`src/rtl/legv8_imm_pkg.sv`:
```
// legv8_imm_pkg
// Shared constants for the LEGv8 immediate-decode stage: the format tag
// encodings, the opcode patterns that select each instruction format, and the
// datapath widths.
//
// Build option: IMM_BRANCH_SHL2_EN (consumed by legv8_imm_extract) turns the
// B/CB word offsets into byte offsets.

package legv8_imm_pkg;

  localparam int DATA_W  = 64;
  localparam int INSTR_W = 32;

  // Format tags carried alongside the immediate.
  localparam logic [2:0] FMT_R  = 3'd0;
  localparam logic [2:0] FMT_I  = 3'd1;
  localparam logic [2:0] FMT_D  = 3'd2;
  localparam logic [2:0] FMT_B  = 3'd3;
  localparam logic [2:0] FMT_CB = 3'd4;
  localparam logic [2:0] FMT_IW = 3'd5;

  // B format, instr[31:26]
  localparam logic [5:0] OP_B  = 6'b000101;
  localparam logic [5:0] OP_BL = 6'b100101;

  // CB format, instr[31:24]
  localparam logic [7:0] OP_CBZ   = 8'b10110100;
  localparam logic [7:0] OP_CBNZ  = 8'b10110101;
  localparam logic [7:0] OP_BCOND = 8'b01010100;

  // D format, instr[31:21]
  localparam logic [10:0] OP_LDUR   = 11'b11111000010;
  localparam logic [10:0] OP_STUR   = 11'b11111000000;
  localparam logic [10:0] OP_LDURB  = 11'b00111000010;
  localparam logic [10:0] OP_STURB  = 11'b00111000000;
  localparam logic [10:0] OP_LDURH  = 11'b01111000010;
  localparam logic [10:0] OP_STURH  = 11'b01111000000;
  localparam logic [10:0] OP_LDURSW = 11'b10111000100;
  localparam logic [10:0] OP_STURW  = 11'b10111000000;

  // IW format, instr[31:23]
  localparam logic [8:0] OP_MOVZ = 9'b110100101;
  localparam logic [8:0] OP_MOVK = 9'b111100101;

  // I format, instr[31:22]
  localparam logic [9:0] OP_ADDI  = 10'b1001000100;
  localparam logic [9:0] OP_ADDIS = 10'b1011000100;
  localparam logic [9:0] OP_SUBI  = 10'b1101000100;
  localparam logic [9:0] OP_SUBIS = 10'b1111000100;
  localparam logic [9:0] OP_ANDI  = 10'b1001001000;
  localparam logic [9:0] OP_ORRI  = 10'b1011001000;
  localparam logic [9:0] OP_EORI  = 10'b1101001000;
  localparam logic [9:0] OP_ANDIS = 10'b1111001000;

endpackage

```
`src/rtl/legv8_imm_extract.sv`:
```
// legv8_imm_extract
// Purely combinational format classifier and immediate generator.
//
// Ports:
//   instr  in   INSTR_W  instruction word
//   imm    out  DATA_W   extended immediate (0 for R format)
//   fmt    out  3        format tag (FMT_R..FMT_IW)
//
// Build option: IMM_BRANCH_SHL2_EN -- when defined, B and CB immediates are
// shifted left by 2 after sign extension (byte offset); otherwise the word
// offset is passed through and the branch adder does the shift.

import legv8_imm_pkg::*;

module legv8_imm_extract #(
  parameter int DATA_W  = legv8_imm_pkg::DATA_W,
  parameter int INSTR_W = legv8_imm_pkg::INSTR_W
) (
  input  logic [INSTR_W-1:0] instr,
  output logic [DATA_W-1:0]  imm,
  output logic [2:0]         fmt
);

  logic [5:0]  op_b;
  logic [7:0]  op_cb;
  logic [10:0] op_d;
  logic [8:0]  op_iw;
  logic [9:0]  op_i;

  logic [DATA_W-1:0] imm_b;
  logic [DATA_W-1:0] imm_cb;
  logic [DATA_W-1:0] imm_d;
  logic [DATA_W-1:0] imm_iw;
  logic [DATA_W-1:0] imm_i;

  assign op_b  = instr[31:26];
  assign op_cb = instr[31:24];
  assign op_d  = instr[31:21];
  assign op_iw = instr[31:23];
  assign op_i  = instr[31:22];

  assign imm_d  = {{(DATA_W-9){instr[20]}}, instr[20:12]};
  assign imm_i  = {{(DATA_W-12){1'b0}}, instr[21:10]};
  // MOVZ/MOVK: imm16 placed at halfword position hw (shift = hw*16).
  assign imm_iw = {{(DATA_W-16){1'b0}}, instr[20:5]} << {instr[22:21], 4'b0000};

`ifdef IMM_BRANCH_SHL2_EN
  assign imm_b  = {{(DATA_W-28){instr[25]}}, instr[25:0], 2'b00};
  assign imm_cb = {{(DATA_W-21){instr[23]}}, instr[23:5], 2'b00};
`else
  assign imm_b  = {{(DATA_W-26){instr[25]}}, instr[25:0]};
  assign imm_cb = {{(DATA_W-19){instr[23]}}, instr[23:5]};
`endif

  // Priority order matters: the first matching format wins.
  always_comb begin
    imm = '0;
    fmt = FMT_R;
    if (op_b == OP_B || op_b == OP_BL) begin
      imm = imm_b;
      fmt = FMT_B;
    end else if (op_cb == OP_CBZ || op_cb == OP_CBNZ || op_cb == OP_BCOND) begin
      imm = imm_cb;
      fmt = FMT_CB;
    end else if (op_d == OP_LDUR  || op_d == OP_STUR  ||
                 op_d == OP_LDURB || op_d == OP_STURB ||
                 op_d == OP_LDURH || op_d == OP_STURH ||
                 op_d == OP_LDURSW || op_d == OP_STURW) begin
      imm = imm_d;
      fmt = FMT_D;
    end else if (op_iw == OP_MOVZ || op_iw == OP_MOVK) begin
      imm = imm_iw;
      fmt = FMT_IW;
    end else if (op_i == OP_ADDI || op_i == OP_ADDIS ||
                 op_i == OP_SUBI || op_i == OP_SUBIS ||
                 op_i == OP_ANDI || op_i == OP_ORRI  ||
                 op_i == OP_EORI || op_i == OP_ANDIS) begin
      imm = imm_i;
      fmt = FMT_I;
    end
  end

endmodule

```
`src/rtl/legv8_imm_decode_stage.sv`:
```
// legv8_imm_decode_stage
// Pipelined immediate-generation stage between IF/ID and EX. Decodes the
// instruction format and immediate, and registers imm/fmt/pc behind a
// valid/ready handshake with a one-entry skid buffer (two entries total).
//
// Ports:
//   clk, reset           clock; asynchronous active-high reset
//   flush                synchronous kill of every held entry
//   in_valid/in_ready    upstream handshake; in_instr, in_pc payload
//   out_valid/out_ready  downstream handshake; out_imm, out_fmt, out_pc payload
//
// Handshake: a beat transfers on a cycle where valid and ready are both high.
// Once out_valid is high it stays high with a stable payload until out_ready
// is seen. in_ready is !skid_valid, so it depends only on registered state.
//
// Build option: IMM_BRANCH_SHL2_EN (see legv8_imm_extract).

import legv8_imm_pkg::*;

module legv8_imm_decode_stage #(
  parameter int DATA_W  = legv8_imm_pkg::DATA_W,
  parameter int INSTR_W = legv8_imm_pkg::INSTR_W
) (
  input  logic               clk,
  input  logic               reset,
  input  logic               flush,
  input  logic               in_valid,
  output logic               in_ready,
  input  logic [INSTR_W-1:0] in_instr,
  input  logic [DATA_W-1:0]  in_pc,
  output logic               out_valid,
  input  logic               out_ready,
  output logic [DATA_W-1:0]  out_imm,
  output logic [2:0]         out_fmt,
  output logic [DATA_W-1:0]  out_pc
);

  logic [DATA_W-1:0] dec_imm;
  logic [2:0]        dec_fmt;

  logic              skid_valid;
  logic [DATA_W-1:0] skid_imm;
  logic [2:0]        skid_fmt;
  logic [DATA_W-1:0] skid_pc;

  logic in_fire;
  logic out_hold;

  legv8_imm_extract #(
    .DATA_W  (DATA_W),
    .INSTR_W (INSTR_W)
  ) u_extract (
    .instr (in_instr),
    .imm   (dec_imm),
    .fmt   (dec_fmt)
  );

  assign in_ready = !skid_valid;
  assign in_fire  = in_valid && in_ready;
  assign out_hold = out_valid && !out_ready;

  always_ff @(posedge clk or posedge reset) begin
    if (reset) begin
      out_valid  <= 1'b0;
      out_imm    <= '0;
      out_fmt    <= FMT_R;
      out_pc     <= '0;
      skid_valid <= 1'b0;
      skid_imm   <= '0;
      skid_fmt   <= FMT_R;
      skid_pc    <= '0;
    end else if (flush) begin
      // Payload registers keep stale data; only the valid bits matter.
      out_valid  <= 1'b0;
      skid_valid <= 1'b0;
    end else if (skid_valid) begin
      // in_ready is low here, so nothing new arrives; only drain skid to out.
      if (out_ready) begin
        out_imm    <= skid_imm;
        out_fmt    <= skid_fmt;
        out_pc     <= skid_pc;
        skid_valid <= 1'b0;
      end
    end else if (out_hold) begin
      // Out is stalled: park the new beat so upstream sees no back-pressure
      // combinationally from out_ready.
      if (in_fire) begin
        skid_imm   <= dec_imm;
        skid_fmt   <= dec_fmt;
        skid_pc    <= in_pc;
        skid_valid <= 1'b1;
      end
    end else begin
      // Out empty or draining this cycle: the new beat goes straight to out.
      if (in_fire) begin
        out_imm   <= dec_imm;
        out_fmt   <= dec_fmt;
        out_pc    <= in_pc;
        out_valid <= 1'b1;
      end else begin
        out_valid <= 1'b0;
      end
    end
  end

endmodule
```
`config.mk`:
```
export PLATFORM = sky130hd
export DESIGN_NAME = legv8_imm_decode_stage
export DESIGN_NICKNAME = d
export VERILOG_FILES = /design/src/rtl/legv8_imm_pkg.sv /design/src/rtl/legv8_imm_extract.sv /design/src/rtl/legv8_imm_decode_stage.sv
export SDC_FILE = /design/constraint.sdc
export NUM_CORES = 1
export LEC_CHECK = 0
export ABC_AREA = 1
export BUFFER_PORTS_ARGS = -buffer_cell sky130_fd_sc_hd__buf_2
export CAP_MARGIN = 10
export CORE_MARGIN = 2
export CORE_UTILIZATION = 35
export CTS_BUF_LIST = sky130_fd_sc_hd__clkbuf_8
export CTS_CLUSTER_DIAMETER = 120
export DETAILED_ROUTE_END_ITERATION = 6
export PLACE_DENSITY = 0.68
export SYNTH_ARGS = -nofsm -noshare
export SYNTH_HDL_FRONTEND = slang
export SYNTH_HIERARCHICAL = 1
export SYNTH_SLANG_ARGS = --single-unit
```
`constraint.sdc`:
```
create_clock -name clk -period 9 [get_ports clk]
set_input_delay 1.35 -clock clk [delete_from_list [all_inputs] [get_ports clk]]
set_output_delay 1.35 -clock clk [all_outputs]
set_load 0.03 [all_outputs]
```
Word level (Yosys, flattened, before mapping)
Index checks and enable logic that the tools add are counted.

Bits in registers: 264. Input bits: 101. Output and inout port bits: 133. Word-level logic and storage cells: 94.

Equality and inequality tests: 27. Shift-type cells: 1. Mux-type cells: 30. Bitwise gates (word level): 2. Reduce and logical (&&, ||, !) cells: 26.

Operators with widths (number): 2-to-1 mux 64 bit (12); == test 10 bit, second input constant (8); left shift 16 x 6 -> 64 bit (1); == test 11 bit, second input constant (4); 2-to-1 mux 3 bit (8); == test 11 x 10 -> 1 bit, second input constant (2); == test 11 x 9 -> 1 bit, second input constant (2); == test 9 bit, second input constant (2); logical OR 1 bit (18); == test 8 bit, second input constant (2); 2-to-1 mux 12 bit (1); 2-to-1 mux 1 bit (9); == test 8 x 7 -> 1 bit, second input constant (1); inequality test 2 bit, second input constant (4); AND reduction 4 bit (2); == test 6 x 3 -> 1 bit, second input constant (1); == test 6 bit, second input constant (1); logical AND 1 bit (2); zero test 1 bit (2); inverter 1 bit (2); AND reduction 2 bit (1); nonzero test 2 bit (1).

Depth between registers and ports, before layout
Depth after elaboration: 16. Mapped depth: 13. Gate-level depth less buffers: 12.

Modules after synthesis
Netlist, hierarchy kept.

By module, submodules not included: legv8_imm_decode_stage (instances 1, cells each 1589, area an instance 12289.3 um^2, sequential area each 6606.3 um^2); legv8_imm_extract (instances 1, cells each 393, area an instance 1895.6 um^2, sequential area each 0.0 um^2).

Least setup slack after synthesis
Ideal clock, no wire load.

Path kind: input-to-reg. Start: in in_instr[21]. End: reg out_imm[34]. Setup time: 66 ps. Data arrival time: 2482 ps. Slack: 6452 ps. Stages on the path: 11. Cells stage by stage: buf_2 -> nor2_1 -> nand2_1 -> nor2_1 -> nand3_1 -> buf_2 -> nand4_1 -> nand2_1 -> nand2_1 -> nand4_1 -> nand2_1.

Longest elaborated chain between the ends: 14. Elaborated cells between the ends (all ways): 23. Classes of those cells: eq/ne (8); shift (1); mux (7); reduce/logical (7).

Ends and longest elaborated chain: from (decl) (RTL line legv8_imm_decode_stage.sv:29) `input logic [INSTR_W-1:0] in_instr,`; == test 11 bit (RTL line legv8_imm_extract.sv:65) `end else if (op_d == OP_LDUR || op_d == OP_STUR ||`; logical OR 1 bit (2 in series) (RTL line legv8_imm_extract.sv:65); logical OR 1 bit (2 in series) (RTL line legv8_imm_extract.sv:66) `op_d == OP_LDURB || op_d == OP_STURB ||`; logical OR 1 bit (2 in series) (RTL line legv8_imm_extract.sv:67) `op_d == OP_LDURH || op_d == OP_STURH ||`; logical OR 1 bit (RTL line legv8_imm_extract.sv:68) `op_d == OP_LDURSW || op_d == OP_STURW) begin`; 2-to-1 mux 64 bit (*) (RTL line legv8_imm_extract.sv:65); 2-to-1 mux 64 bit (*) (RTL line legv8_imm_extract.sv:62) `end else if (op_cb == OP_CBZ || op_cb == OP_CBNZ || op_cb == OP_BCOND) begin`; 2-to-1 mux 64 bit (*) (RTL line legv8_imm_extract.sv:59) `if (op_b == OP_B || op_b == OP_BL) begin`; named net dec_imm[34] (RTL line legv8_imm_decode_stage.sv:38) `logic [DATA_W-1:0] dec_imm;`; 2-to-1 mux 64 bit (*) (RTL line legv8_imm_decode_stage.sv:95) `if (in_fire) begin`; 2-to-1 mux 64 bit (*) (RTL line legv8_imm_decode_stage.sv:84) `end else if (out_hold) begin`; 2-to-1 mux 64 bit (*) (RTL line legv8_imm_decode_stage.sv:76) `end else if (skid_valid) begin`; to (signal assigned) (RTL line legv8_imm_decode_stage.sv:79) `out_imm <= skid_imm;`; to (signal assigned) (RTL line legv8_imm_decode_stage.sv:96) `out_imm <= dec_imm;`; to (decl) (RTL line legv8_imm_decode_stage.sv:33) `output logic [DATA_W-1:0] out_imm,`.

The timed path passes the listed nets; every way through them passes the cells marked *. The select of a mux whose other input is x is not followed. A chain may end at the register's enable or synchronous reset.

Final worst setup path
Start: reg skid_valid. End: reg skid_imm[32].

Longest elaborated chain between the ends: 3. Elaborated cells between the ends (all ways): 4. Classes of those cells: bitwise (1); reduce/logical (3).

Ends and longest elaborated chain: from (decl) (RTL line legv8_imm_decode_stage.sv:41) `logic skid_valid;`; from (signal assigned) (RTL line legv8_imm_decode_stage.sv:68) `skid_valid <= 1'b0;`; from (signal assigned) (RTL line legv8_imm_decode_stage.sv:75) `skid_valid <= 1'b0;`; from (signal assigned) (RTL line legv8_imm_decode_stage.sv:82) `skid_valid <= 1'b0;`; zero test 1 bit (RTL line legv8_imm_decode_stage.sv:58) `assign in_ready = !skid_valid;`; logical AND 1 bit (RTL line legv8_imm_decode_stage.sv:59) `assign in_fire = in_valid && in_ready;`; AND reduction 4 bit (no line) (*); to (signal assigned) (RTL line legv8_imm_decode_stage.sv:88) `skid_imm <= dec_imm;`; to (decl) (RTL line legv8_imm_decode_stage.sv:42) `logic [DATA_W-1:0] skid_imm;`.

Every way passes the cells marked *; elsewhere a longest branch is shown, timed or not.

==> impl_metrics.ini <==
[clock_tree]
cts_resized = 0
ctsRootBufferMaster = clkbuf_8
clk_pin_slew_worst_paths_ns = 0.06
cts_tree = built
clockBufferDepth = 3
postCtsSetupBuffers = 0
worst_skew_pair.late_latency_ns = 0.62
h-tree-depth = 2
cts_buffers = 49
clkSinkCount = 264
holdBufCountCts = 0

[layout]
final_area_um2 = 16290
area_growth_syn_to_layout_pct = 14.85
final_util_pct = 40.91
fillCellCount = 4159
drive_above_1_share_pct = 15.92
final_nets = 2211

[timing]
setup_tns_ns = 0
rsz0062_at_grt = false
post-route-period-util_pct = 47.35
worst_hold_slack_ns = 0.4692
period_needed_ns = 4.262
setup_viol_count_final = 0
hold_viol = 0
drv_slew = 0
fmax_mhz = 234.6
worstMarginPinSlew_ns = 1.144
skew_ns = 0.02990
slew_headroom_pct = 23.65

[floorplan]
num_rows = 73
core_um2 = 39820
num_io_pins = 234
dieWidth_um = 205.3
design.die.area_um2 = 42150
start_util_pct = 35.62
die_h_um = 205.3

[pwr]
p_comb_share_pct = 17.5
p_clk_share_pct = 37.6
power_leakage_nw = 9.517
vdd_drop_max_mv = 0.08616
pwr-share-seq_pct = 44.9
fin_total_pwr_mw = 3.125
net-switching-power_mw = 1.004
powerDensity_nw_per_um2 = 191.8
sw_frac_of_total_pct = 32.14
internal_power_mw = 2.121

[setup_path]
r2r-end = skid_imm[32]
path_cells = inv_4, nand3_4, inv_4, nand2_4, buf_4, nand2_1, nand2_1
reg2reg_setup_slack_ns = 4.74
slowest_delay_ns = 0.78
critical_path_class = register to register
cp-endpoint = skid_imm[32]
cp_data_arrival_time_ns = 4.76
critPathMaxFanout = 69
cp.required_ns = 9.50
endpoint_kind = register
r2r_start = skid_valid
slowest_stage = inv_4
cp-startpoint = skid_valid
reg2reg_depth = 7
critPathLaunchType = register

[min_path]
min_path_type = register to register

[place]
routabilityCongestion = 0.8928
portBuffers = 233
placed_cell_area_um2 = 15270
place_hpwl_mm = 28.57

[yosys]
ys_types = 21
synth_cells = 1982
yosysSeqAreaShare_pct = 46.57
synth.area.top_cells = dfrtp_1 (47%), nand2_1 (27%), nand4_1 (9.8%)
ys_ff_latch = 264
async_flop_share_pct = 100.0
synthesis.nets = 2083
synth_common_cells = nand2_1 (1007), dfrtp_1 (264), nand4_1 (223)
synth_edf_count = 0
synth_ff_type = dfrtp_1
yosys.area.top_type = dfrtp_1
post-synth-top-count-cell = nand2_1
yosysWarnings = 6
yosysTopAreaCellShare_pct = 46.57
synth_area_um2 = 14180
synth.avg_cell_area_um2 = 7.157

[job]
cap_violations = 0

[run_status]
status = finished, final reports clean

[global_routing]
grt_util_all_layers_pct = 22.21
antenna_found_initial = 0
grt_pass1_wl_mm = 74.72
grt_max_degree = 115
grt_pass1_vias = 13135
grt_overflow = 0

[drt]
dr.pass1.iters = 5
drc = 0
ant_nets = 0
initialDrtViolationCount = 1921
viasPerCell = 5.391
vias = 14382
routed_wl_mm = 47.74
wl_per_cell_um = 17.89
worst min path at each step:
stage,cells past startpoint,slack [ns],endpoint,start
final,2,0.47,skid_pc[43],skid_pc[43]
after global routing,2,0.49,skid_imm[42],skid_imm[42]
after CTS,2,0.47,skid_imm[58],skid_imm[58]
after detailed placement,2,0.46,skid_imm[52],skid_imm[52]
after global placement,2,0.45,skid_imm[44],skid_imm[44]
after floorplan,2,0.44,skid_imm[35],skid_imm[35]
power by group through the flow:
stage / clock, mW / combinational (mW) / sequential [mW]
after global placement: 0 / 0.540 / 1.42
after global routing: 1.27 / 0.608 / 1.42
after floorplan: 0 / 0.255 / 1.53
final: 1.17 / 0.547 / 1.40
after CTS: 1.21 / 0.548 / 1.40
after detailed placement: 0 / 0.548 / 1.42
logic make-up (layout without fill, tap and decap cells):
family | after synthesis | in the layout | share of synthesized area, %
AOI/OAI and AO/OA | 1 | 1 | 0.05294
buffers and inverters | 213 | 373 | 7.392
DFF | 264 | 264 | 46.57
other | 0 | 1 | 0
and+or+nand+nor | 1504 | 1504 | 45.98
layout make-up:
cell class / instances / area, um2 / area share [%]
clock buffers: 63 / 867.1 / 5.322
flip-flops and latches: 264 / 6610 / 40.57
inverters: 40 / 165.2 / 1.014
clock inverters: 20 / 111.4 / 0.6835
diodes: 1 / 2.502 / 0.01536
repair buffers: 250 / 1318 / 8.087
well taps: 525 / 656.9 / 4.032
multi-input cells: 1505 / 6561 / 40.27
state kept, by name, summed over array words and instances (netlist names):
name / flops
out_valid: 1
skid_fmt: 3
out_fmt: 3
out_imm: 64
skid_valid: 1
skid_pc: 64
skid_imm: 64
out_pc: 64
layer usage:
metal / share of wire, % / GRT usage, % / vias to the layer above / wire, um
met4: 2.8 / 7.734 / 0 / 1320
li1: - / - / 6720 / -
met5: 0 / 0 / - / 0
met1: 45 / 32.07 / 6922 / 21320
met2: 45 / 32.99 / 645 / 21260
met3: 8.0 / 4.450 / 95 / 3829
worst max-delay path, delay by kind of cell (launching register included):
| family | cells | cell delay [ns] |
|---|---|---|
| DFF | 1 | 0.48 |
| and+or+nand+nor | 4 | 1.58 |
| buffers and inverters | 3 | 1.94 |
metrics by stage:
| stage | std cells | worst slack [ns] |
|---|---|---|
| 2_1_floorplan | 1982 | 0.3814 |
| 3_3_place_gp | 2582 | 4.441 |
| 3_5_place_dp | 2582 | 4.417 |
| 4_1_cts | 2665 | 4.751 |
| 5_1_grt | 2667 | 4.495 |
| 6_report | 2668 | 4.738 |
layout by cell type, fill, tap and decap left out:
master	n
and2_2	1
buf_16	1
buf_2	233
buf_4	15
buf_6	1
bufinv_16	1
clkbuf_8	63
clkinv_2	4
dfrtp_1	263
dfrtp_4	1
diode_2	1
inv_1	48
inv_2	2
inv_4	3
inv_6	1
inv_8	1
nand2_1	1007
nand2_2	2
nand2_4	2
nand3_1	202
nand3_2	1
nand3_4	2
nand4_1	223
nor2_1	57
nor2_2	2
nor2_4	3
nor3_2	2
o31ai_1	1
No activity file was read; power rests on OpenSTA's default activity.
